==> src/rtl/wavegen_cordic_mc.sv <==
// wavegen_cordic_mc: multi-channel sine/cosine/triangle/square generator.
// Each channel owns a phase accumulator, frequency word, phase offset and
// waveform mode. One iterative CORDIC engine serves all channels round-robin
// after every accepted sample tick; every channel slot is ITER+2 cycles
// (LOAD, ITER rotations, DONE) whatever the waveform, so the timing is uniform.
//
// Ports:
//   clock, resetn           clock (rising edge), asynchronous active-low reset
//   enable, sample_tick     tick strobe, accepted only when enabled and idle
//   cfg_we, cfg_ch          config write strobe and target channel
//   cfg_freq, cfg_phase     frequency word, phase offset (2^WIDTH = 360 deg)
//   cfg_mode                0 sine, 1 cosine, 2 triangle, 3 square
//   cfg_clr                 with cfg_we: zero that channel's accumulator
//   cfg_amp                 (AMP_SCALE_EN only) per-channel gain, amp/256
//   out_valid, out_ch       one-cycle sample strobe and its channel
//   out_wave                signed sample, held until the next out_valid
//   busy, overrun           sweep in progress; sticky tick-while-busy flag
//
// Optional build macro: AMP_SCALE_EN adds cfg_amp and a per-channel gain
// applied to the final sample (rounded toward zero).
module wavegen_cordic_mc #(
    parameter int WIDTH    = 12,
    parameter int CHANNELS = 2,
    parameter int PHASE_W  = 18,
    parameter int FREQ_W   = 13,
    parameter int ITER     = 12,
    localparam int CW      = (CHANNELS > 1) ? $clog2(CHANNELS) : 1
) (
    input  logic                    clock,
    input  logic                    resetn,
    input  logic                    enable,
    input  logic                    sample_tick,
    input  logic                    cfg_we,
    input  logic [CW-1:0]           cfg_ch,
    input  logic [FREQ_W-1:0]       cfg_freq,
    input  logic [WIDTH-1:0]        cfg_phase,
    input  logic [1:0]              cfg_mode,
    input  logic                    cfg_clr,
`ifdef AMP_SCALE_EN
    input  logic [7:0]              cfg_amp,
`endif
    output logic                    out_valid,
    output logic [CW-1:0]           out_ch,
    output logic signed [WIDTH-1:0] out_wave,
    output logic                    busy,
    output logic                    overrun
);
    localparam logic [1:0] IDLE = 2'd0;
    localparam logic [1:0] LOAD = 2'd1;
    localparam logic [1:0] ROT  = 2'd2;
    localparam logic [1:0] DONE = 2'd3;

    // Angle keeps ZF bits below one phase LSB so atan rounding stays negligible.
    localparam int ZF = 8;
    localparam int ZW = WIDTH + ZF + 2;
    // x/y carry GB fractional guard bits plus two bits of headroom.
    localparam int GB = 2;
    localparam int XW = WIDTH + GB + 2;
    localparam int IW = (ITER > 1) ? $clog2(ITER) : 1;
    localparam logic [63:0] KL =
        (64'd607253 * ((64'd1 << (WIDTH - 1)) - 64'd1) + 64'd500000) / 64'd1000000;
    localparam logic signed [XW-1:0] KX   = XW'(KL << GB);
    localparam logic signed [XW-1:0] MAXV = XW'((64'd1 << (WIDTH - 1)) - 64'd1);
    localparam logic [WIDTH-1:0]     MAXW = WIDTH'((64'd1 << (WIDTH - 1)) - 64'd1);

    // atan(2^-i) in units of 2^(WIDTH+ZF) per turn, from a 2^32-per-turn table.
    function automatic logic [ZW-1:0] atan_val(input int i);
        logic [63:0] t;
        case (i)
            0:  t = 64'h2000_0000;
            1:  t = 64'h12E4_051E;
            2:  t = 64'h09FB_385B;
            3:  t = 64'h0511_11D4;
            4:  t = 64'h028B_0D43;
            5:  t = 64'h0145_D7E1;
            6:  t = 64'h00A2_F61E;
            7:  t = 64'h0051_7C55;
            8:  t = 64'h0028_BE53;
            9:  t = 64'h0014_5F2F;
            10: t = 64'h000A_2F98;
            11: t = 64'h0005_17CC;
            12: t = 64'h0002_8BE6;
            13: t = 64'h0001_45F3;
            14: t = 64'h0000_A2FA;
            15: t = 64'h0000_517D;
            default: t = 64'h28BE_60DB >> i;  // atan(x) ~ x for tiny x
        endcase
        t = (t + (64'd1 << (31 - WIDTH - ZF))) >> (32 - WIDTH - ZF);
        return ZW'(t);
    endfunction

    logic [PHASE_W-1:0] acc   [CHANNELS];
    logic [FREQ_W-1:0]  freq  [CHANNELS];
    logic [WIDTH-1:0]   phase [CHANNELS];
    logic [1:0]         mode  [CHANNELS];
`ifdef AMP_SCALE_EN
    logic [7:0]         amp   [CHANNELS];
    logic [7:0]         amp_r;
`endif

    logic [1:0]           state;
    logic [CW-1:0]        ch;
    logic [IW-1:0]        it;
    logic signed [XW-1:0] x, y;
    logic signed [ZW-1:0] z;
    logic [WIDTH-1:0]     p_r;
    logic [1:0]           mode_r;

    logic                 tick_ok, wr;
    logic [WIDTH-1:0]     p_now, a;
    logic                 fold;
    logic signed [XW-1:0] xs, ys, sel, cor;
    logic signed [ZW-1:0] at;
    logic [WIDTH-1:0]     tri_t;
    logic signed [WIDTH-1:0] res, fin;
`ifdef AMP_SCALE_EN
    logic signed [WIDTH+8:0] prod;
`endif

    assign busy    = (state != IDLE);
    assign tick_ok = sample_tick && enable && (state == IDLE);
    assign wr      = cfg_we && (int'(cfg_ch) < CHANNELS);

    // The offset's low PHASE_W-WIDTH bits are zero, so only the top bits add.
    assign p_now = acc[ch][PHASE_W-1 -: WIDTH] + phase[ch];
    // Quadrants II/III: rotate by angle-180 and start from -K.
    assign fold  = p_now[WIDTH-1] ^ p_now[WIDTH-2];
    assign a     = {p_now[WIDTH-1] ^ fold, p_now[WIDTH-2:0]};

    assign xs = x >>> it;
    assign ys = y >>> it;
    assign at = atan_val(int'(it));

    always_comb begin
        sel = (mode_r == 2'd0) ? y : x;
        cor = (sel + XW'(1 << (GB - 1))) >>> GB;
        if (cor > MAXV)       cor = MAXV;
        else if (cor < -MAXV) cor = -MAXV;
        tri_t = p_r[WIDTH-1] ? ~p_r : p_r;
        case (mode_r)
            2'd2:    res = WIDTH'({tri_t, 1'b0} - {1'b0, MAXW});
            2'd3:    res = p_r[WIDTH-1] ? -MAXW : MAXW;
            default: res = WIDTH'(cor);
        endcase
`ifdef AMP_SCALE_EN
        prod = (WIDTH+9)'(res) * (WIDTH+9)'($signed({1'b0, amp_r}));
        if (prod[WIDTH+8]) prod = prod + (WIDTH+9)'(255);  // toward zero
        fin = WIDTH'(prod >>> 8);
`else
        fin = res;
`endif
    end

    // Per-channel config and accumulators; clear beats a coincident tick.
    always_ff @(posedge clock or negedge resetn) begin
        if (!resetn) begin
            for (int c = 0; c < CHANNELS; c++) begin
                acc[c]   <= '0;
                freq[c]  <= '0;
                phase[c] <= '0;
                mode[c]  <= '0;
`ifdef AMP_SCALE_EN
                amp[c]   <= 8'd255;
`endif
            end
        end else begin
            for (int c = 0; c < CHANNELS; c++) begin
                if (wr && cfg_clr && int'(cfg_ch) == c) acc[c] <= '0;
                else if (tick_ok)                       acc[c] <= acc[c] + PHASE_W'(freq[c]);
                if (wr && int'(cfg_ch) == c) begin
                    freq[c]  <= cfg_freq;
                    phase[c] <= cfg_phase;
                    mode[c]  <= cfg_mode;
`ifdef AMP_SCALE_EN
                    amp[c]   <= cfg_amp;
`endif
                end
            end
        end
    end

    always_ff @(posedge clock or negedge resetn) begin
        if (!resetn) begin
            state     <= IDLE;
            ch        <= '0;
            it        <= '0;
            x         <= '0;
            y         <= '0;
            z         <= '0;
            p_r       <= '0;
            mode_r    <= '0;
`ifdef AMP_SCALE_EN
            amp_r     <= 8'd255;
`endif
            out_valid <= 1'b0;
            out_ch    <= '0;
            out_wave  <= '0;
            overrun   <= 1'b0;
        end else begin
            out_valid <= 1'b0;
            if (sample_tick && enable && state != IDLE) overrun <= 1'b1;
            case (state)
                IDLE: if (tick_ok) begin
                    ch    <= '0;
                    state <= LOAD;
                end
                LOAD: begin
                    x      <= fold ? -KX : KX;
                    y      <= '0;
                    z      <= {{(ZW-WIDTH-ZF){a[WIDTH-1]}}, a, {ZF{1'b0}}};
                    p_r    <= p_now;
                    mode_r <= mode[ch];
`ifdef AMP_SCALE_EN
                    amp_r  <= amp[ch];
`endif
                    it     <= '0;
                    state  <= ROT;
                end
                ROT: begin
                    if (!z[ZW-1]) begin
                        x <= x - ys;
                        y <= y + xs;
                        z <= z - at;
                    end else begin
                        x <= x + ys;
                        y <= y - xs;
                        z <= z + at;
                    end
                    if (int'(it) == ITER - 1) state <= DONE;
                    else                      it    <= it + IW'(1);
                end
                DONE: begin
                    out_valid <= 1'b1;
                    out_ch    <= ch;
                    out_wave  <= fin;
                    if (int'(ch) == CHANNELS - 1) begin
                        state <= IDLE;
                    end else begin
                        ch    <= ch + CW'(1);
                        state <= LOAD;
                    end
                end
                default: state <= IDLE;
            endcase
        end
    end
endmodule

==> config.mk <==
export PLATFORM = sky130hd
export DESIGN_NAME = wavegen_cordic_mc
export DESIGN_NICKNAME = d
export VERILOG_FILES = /design/src/rtl/wavegen_cordic_mc.sv
export SDC_FILE = /design/constraint.sdc
export NUM_CORES = 1
export LEC_CHECK = 0
export CORE_MARGIN = 8
export CORE_UTILIZATION = 40
export DETAILED_ROUTE_END_ITERATION = 10
export PLACE_DENSITY = 0.58
export SKIP_LAST_GASP = 1
export SLEW_MARGIN = 10
export SYNTH_ARGS = -nofsm -noshare
export SYNTH_HDL_FRONTEND = slang
export SYNTH_SLANG_ARGS = --single-unit
==> constraint.sdc <==
create_clock -name clock -period 8.5 [get_ports clock]
set_clock_uncertainty 0.2 [all_clocks]
set_input_delay 0.85 -clock clock [delete_from_list [all_inputs] [get_ports clock]]
set_output_delay 0.85 -clock clock [all_outputs]
set_load 0.005 [all_outputs]
Yosys cells after proc, flatten, opt, wreduce, memory -nomap -nowiden
Memories as Yosys holds them, arrays and structs flattened.
Index checks and enable logic that the tools add are counted.
{"block": "word_totals", "in_bits": 34, "rom_bits": 480, "ramBits": 0, "elab_cells": 108, "latch_bits": 0, "mem_count": 1, "regBits": 180, "out_inout_bits": 16}
{"name": "(name not given)", "depth": 16, "word_bits": 30, "read_ports": 1, "rd_ports_with_merged_regs": 0, "write_ports": 0, "line": "69", "text": "case (i)"}
{"block": "classes", "eq_ne": 9, "reduce_logical": 18, "div_mod_pow": 0, "add_sub_neg": 14, "n_shift": 2, "n_mul": 0, "muxes": 36, "n_lt_le_gt_ge": 3, "n_bitwise": 5}
{"op": "2-to-1 mux 18 bit", "n": 7}
{"op": "2-to-1 mux 12 bit", "n": 6}
{"op": "2-to-1 mux 16 bit", "n": 4}
{"op": "case mux 16 bit (2 select lines)", "n": 2}
{"op": "case mux 22 bit (2 select lines)", "n": 1}
{"op": "adder 18 x 13 -> 18 bit", "n": 2}
{"op": "adder 34 x 12 -> 34 bit, second input constant", "n": 1}
{"op": "adder 16 bit", "n": 2}
{"op": ">>> shifter 16 x 4 -> 16 bit", "n": 2}
{"op": "subtractor 16 bit", "n": 2}
{"op": "case mux 12 bit (2 select lines)", "n": 1}
{"op": "adder 22 bit", "n": 1}
{"op": "2-to-1 mux 22 bit", "n": 1}
{"op": "subtractor 22 bit", "n": 1}
{"op": "adder 16 x 3 -> 16 bit, second input constant", "n": 1}
{"op": "> comparator 14 x 12 -> 1 bit, second input constant", "n": 1}
{"op": "less-than comparator 14 x 12 -> 1 bit, second input constant", "n": 1}
{"op": "adder 12 bit", "n": 1}
{"op": "subtractor 12 x 11 -> 12 bit, second input constant", "n": 1}
{"op": "2-to-1 mux 11 bit", "n": 1}
{"op": "inverter 11 bit", "n": 1}
{"op": "2-to-1 mux 2 bit", "n": 5}
{"op": "nonzero test 2 bit", "n": 5}
{"op": "equality test 2 bit, second input constant", "n": 4}
{"op": "17 further kinds", "n": 33}

Longest topological paths before layout
{"block": "depth", "word_depth": 8, "mapped_depth": 27, "ltp_nobuf": 23}

Worst setup path before layout
No wires, ideal clock.
{"block": "synth_timing", "path_type": "register to register", "start": "register it[0]", "end": "register z[21]", "n_path_buf": 2, "required_ns": 8.199, "arrival_time_ns": 5.403, "path_slack_ns": 2.796, "setup_ns": 0.101, "synth_period_minus_slack_ns": 5.704, "path_stages_with_launch": 23, "cell_sequence": "dfrtp_1 > buf_2 > buf_6 > clkinv_1 > ha_1 > mux4_2 > inv_1 > ha_1 > a21boi_0 > o21ai_0 > a21oi_2 > nand4b_4 > and2_1 > xor2_1 > ha_1 > a21o_1 > a221o_1 > a31oi_1 > o211ai_1 > o21a_1 > o21a_1 > o221a_1 > o32ai_1"}
{"block": "synth_between", "elab_chain_len": 5, "word_cells_on_any_way": 6, "cone_classes": "3 x add/sub; 2 x mux; 1 x memory"}
{"element": "from (decl)", "line": "103", "text": "logic [IW-1:0] it;"}
{"element": "from (signal assigned)", "line": "230", "text": "else it <= it + IW'(1);"}
{"element": "memory read (16 x 30 bit) *"}
{"element": "adder 34 x 12 -> 34 bit *", "line": "88", "text": "t = (t + (64'd1 << (31 - WIDTH - ZF))) >> (32 - WIDTH - ZF);"}
{"element": "subtractor 22 bit / adder 22 bit (equally long branches)", "line": "223, 227"}
{"element": "2-to-1 mux 22 bit *", "line": "220", "text": "if (!z[ZW-1]) begin"}
{"element": "case mux 22 bit (2 select lines) *", "line": "202", "text": "case (state)"}
{"element": "to (signal assigned)", "line": "210", "text": "z <= {{(ZW-WIDTH-ZF){a[WIDTH-1]}}, a, {ZF{1'b0}}};"}
{"element": "to (signal assigned)", "line": "223", "text": "z <= z - at;"}
{"element": "to (signal assigned)", "line": "227", "text": "z <= z + at;"}
{"element": "to (decl)", "line": "105", "text": "logic signed [ZW-1:0] z;"}
Every way passes the cells marked *; elsewhere a longest branch is shown, timed or not.
A chain may end at the register's enable or synchronous reset.

Worst setup path in the final report
Ends and elaborated chain as after synthesis.

==> reports/metrics.yaml <==
grt:
  gr-total-overflow: 0
  use_met1: 0.241
  antenna_found_initial: 0
  first_global_vias: 13378
  top_usage_layer: "met2"
  grt_pass1_wl_um: 71700
  grt_usage: 0.190
  grt_max_degree: 108
  grtUsageMet2: 0.313
  use_met3: 0.0353
cts:
  postCtsHoldBufs: 0
  clkTransAtPathRegs_ns: 0.08
  clkLatencyLatePin_ns: 0.46
  cts.sinks: 180
  root_buffer: "clkbuf_16"
  cts_buffers: 17
  cts_tree: "done"
  cts_resized: 0
  clock_path_buffers: 2
  cts_setup_buffers: 0
  htree_levels: 4
floorplan:
  fp-row-count: 72
  die-area_mm2: 0.0461
  core_mm2: 0.0388
  chipHeight_um: 215
  io-pin-count: 50
  fp.dieW_um: 215
  initial_core_util: 0.407
synth:
  synth_compound_area_frac: 0.206
  synthDistinctLibCells: 99
  ys_seq_area_frac: 0.285
  synth_top_area_frac: 0.285
  synthMostInstantiatedCell: "dfrtp_1"
  synth-simple-area-share: 0.166
  syn_area_per_cell_um2: 8.89
  ys_ff_latch: 180
  ys_async_sr_fraction: 1.00
  synth_xor_area_frac: 0.0713
  syn_area_mm2: 0.0158
  ys_warn_count: 0
  synth_nets: 1921
  synth_area_leaders: "dfrtp_1 (29%), ha_1 (8.3%), mux2_2 (6.8%), xnor2_1 (4.4%), a21oi_1 (4.3%)"
  ys.flop_type: "dfrtp_1"
  synth_top_family_by_area: "compound AO/OA/AOI/OAI gates"
  yosys.area.top_type: "dfrtp_1"
  yosys-mux-area-fraction: 0.133
  synth_cells: 1776
  synth_adder_area_share: 0.0908
  netlist_top_cells_count: "dfrtp_1 (180), nor2_1 (157), nand2_1 (147)"
  synth_edf_count: 0
routing:
  drtAntennaViolNets: 0
  drt_iter0_drc: 1001
  wl_per_cell_um: 19.2
  vias_per_cell: 5.85
  vias: 13481
  first_pass_iters: 5
  routed_wl_um: 44300
  drcViolationCount: 0
worst_setup_path:
  cp.required_ns: 8.66
  path_class: "reg2reg"
  path_cells: "clkinv_1, ha_1, mux4_2, inv_1, ha_1, a21boi_0, o21ai_0, a21oi_2, nand4b_4, and2_1, xor2_1, ha_1, a21o_1, a221o_1, a31oi_1, o211ai_1, o21a_1, o21a_1, o221a_1, o32ai_1"
  critPathArrivalTime_ns: 7.31
  crit_slowest_cell: "dfrtp_2"
  cp-startpoint: "it[0]$_DFFE_PN0P_"
  crit_family: "compound AO/OA/AOI/OAI gates"
  path_buf_inv: 2
  rr_startpoint: "it[0]$_DFFE_PN0P_"
  crit_path_frequent_cell: "ha_1"
  cp_max_fo: 45
  slowest_delay_ns: 1.00
  cp-end-kind: "flop"
  start_kind: "flop"
job:
  drv_cap: 0
cells_and_area:
  nets: 1920
  n_antenna_cell: 0
  drive_above_1_share: 0.115
  syn2layout_area_growth_pct: 9.15
timing:
  drv_slew: 0
  max_slew_margin: 0.350
  max_freq_mhz: 140
  finalCriticalPeriod_ns: 7.15
  final_min_period_over_clock_period: 0.841
  finalSetupViolCount: 0
  worst_pin_slew_ns: 0.975
  tns_ns: 0
  hold_viol: 0
  rsz0062_at_grt: "no"
outcome:
  status: "completed"
placed_design:
  dpl.hpwl_um: 32200
  place_congestion: 0.901
  portBuffers: 49
min_path:
  min_path_type: "reg2reg"
  holdCritStartpoint: "overrun$_DFFE_PN0P_"
[cell type report]
| type | count | area [µm²] |
|---|---|---|
| fillers | 3777 | 21600 |
| multi-input cells | 1430 | 10500 |
| flip-flops and latches | 180 | 4510 |
| well taps | 518 | 648 |
| repair buffers | 68 | 637 |
| clock buffers | 17 | 425 |
| inverters | 78 | 293 |
| clock inverters | 15 | 176 |
[placed cells by master (no fill, tap or decap), drive strengths merged, types with 27 or more instances in the layout]
cell type | Yosys | layout
mux2 | 96 | 96
xnor2 | 80 | 80
mux2i | 42 | 42
ha | 105 | 105
o21ai | 91 | 91
nor3 | 39 | 39
xor2 | 46 | 46
nand3 | 39 | 39
nor2 | 157 | 157
a21oi | 138 | 138
nand2 | 147 | 147
dfrtp | 180 | 180
a31oi | 42 | 42
clkdlybuf4s50 | 0 | 48
o21a | 27 | 27
inv | 76 | 84
[through the flow]
stage | worst slack (ns) | cells | cell area (µm²) | util | hold slack, ns
2_1_floorplan | 2.80 | 1776 | 15800 | - | 0.261
3_3_place_gp | 1.58 | 2274 | 16600 | 0.428 | 0.263
3_5_place_dp | 1.42 | 2274 | 16600 | 0.428 | 0.261
4_1_cts | 1.39 | 2306 | 17200 | 0.444 | 0.287
5_1_grt | 0.808 | 2306 | 17200 | 0.444 | 0.302
6_report | 1.35 | 2306 | 17200 | 0.444 | 0.277
[state kept, by name, summed over array words and instances, names as in the netlist, 2 cells and up]
| register | flops |
|---|---|
| out_wave | 12 |
| mode_r | 2 |
| it | 4 |
| p_r | 12 |
| mode | 4 |
| freq | 26 |
| state | 2 |
| y | 16 |
| z | 22 |
| x | 16 |
| phase | 24 |
| acc | 36 |
[worst register-to-register path, delay by kind of cell, from the launching register on]
family	cells	cell delay [ns]
compound gates	11	2.69
xor+xnor	1	0.17
fa+ha+maj	3	1.21
buf+inv	2	0.82
flops	1	1.00
mux	1	0.53
simple gates	2	0.41
[path summary, 6_finish.rpt]
path / slack [ns] / endpoint / cells after the start
setup reg to reg: 1.35 / z[21]$_DFFE_PN0P_ / 20
min in group asynchronous: 0.29 / y[7]$_DFFE_PN0P_ / 1
hold / removal: 0.28 / overrun$_DFFE_PN0P_ / 1
max in group asynchronous: 6.21 / phase[7]$_DFFE_PN0P_ / 2
hold reg to reg: 0.28 / overrun$_DFFE_PN0P_ / 1
setup / recovery: 1.35 / z[21]$_DFFE_PN0P_ / 20
[layer usage]
layer | up-vias | wire length, µm
met4 | 0 | 1610
li1 | 6531 | -
met5 | - | 0
met1 | 6541 | 19900
met3 | 71 | 2180
met2 | 338 | 20700
[cells by family after synthesis]
family          count (synthesis)
simple gates                  539
compound gates                490
flops                         180
buf+inv                       166
mux                           163
xor+xnor                      127
fa+ha+maj                     111
Power is left out: the tool's default activity adds up to more than one toggle a clock period on the data nets, which glitch-free logic cannot reach.
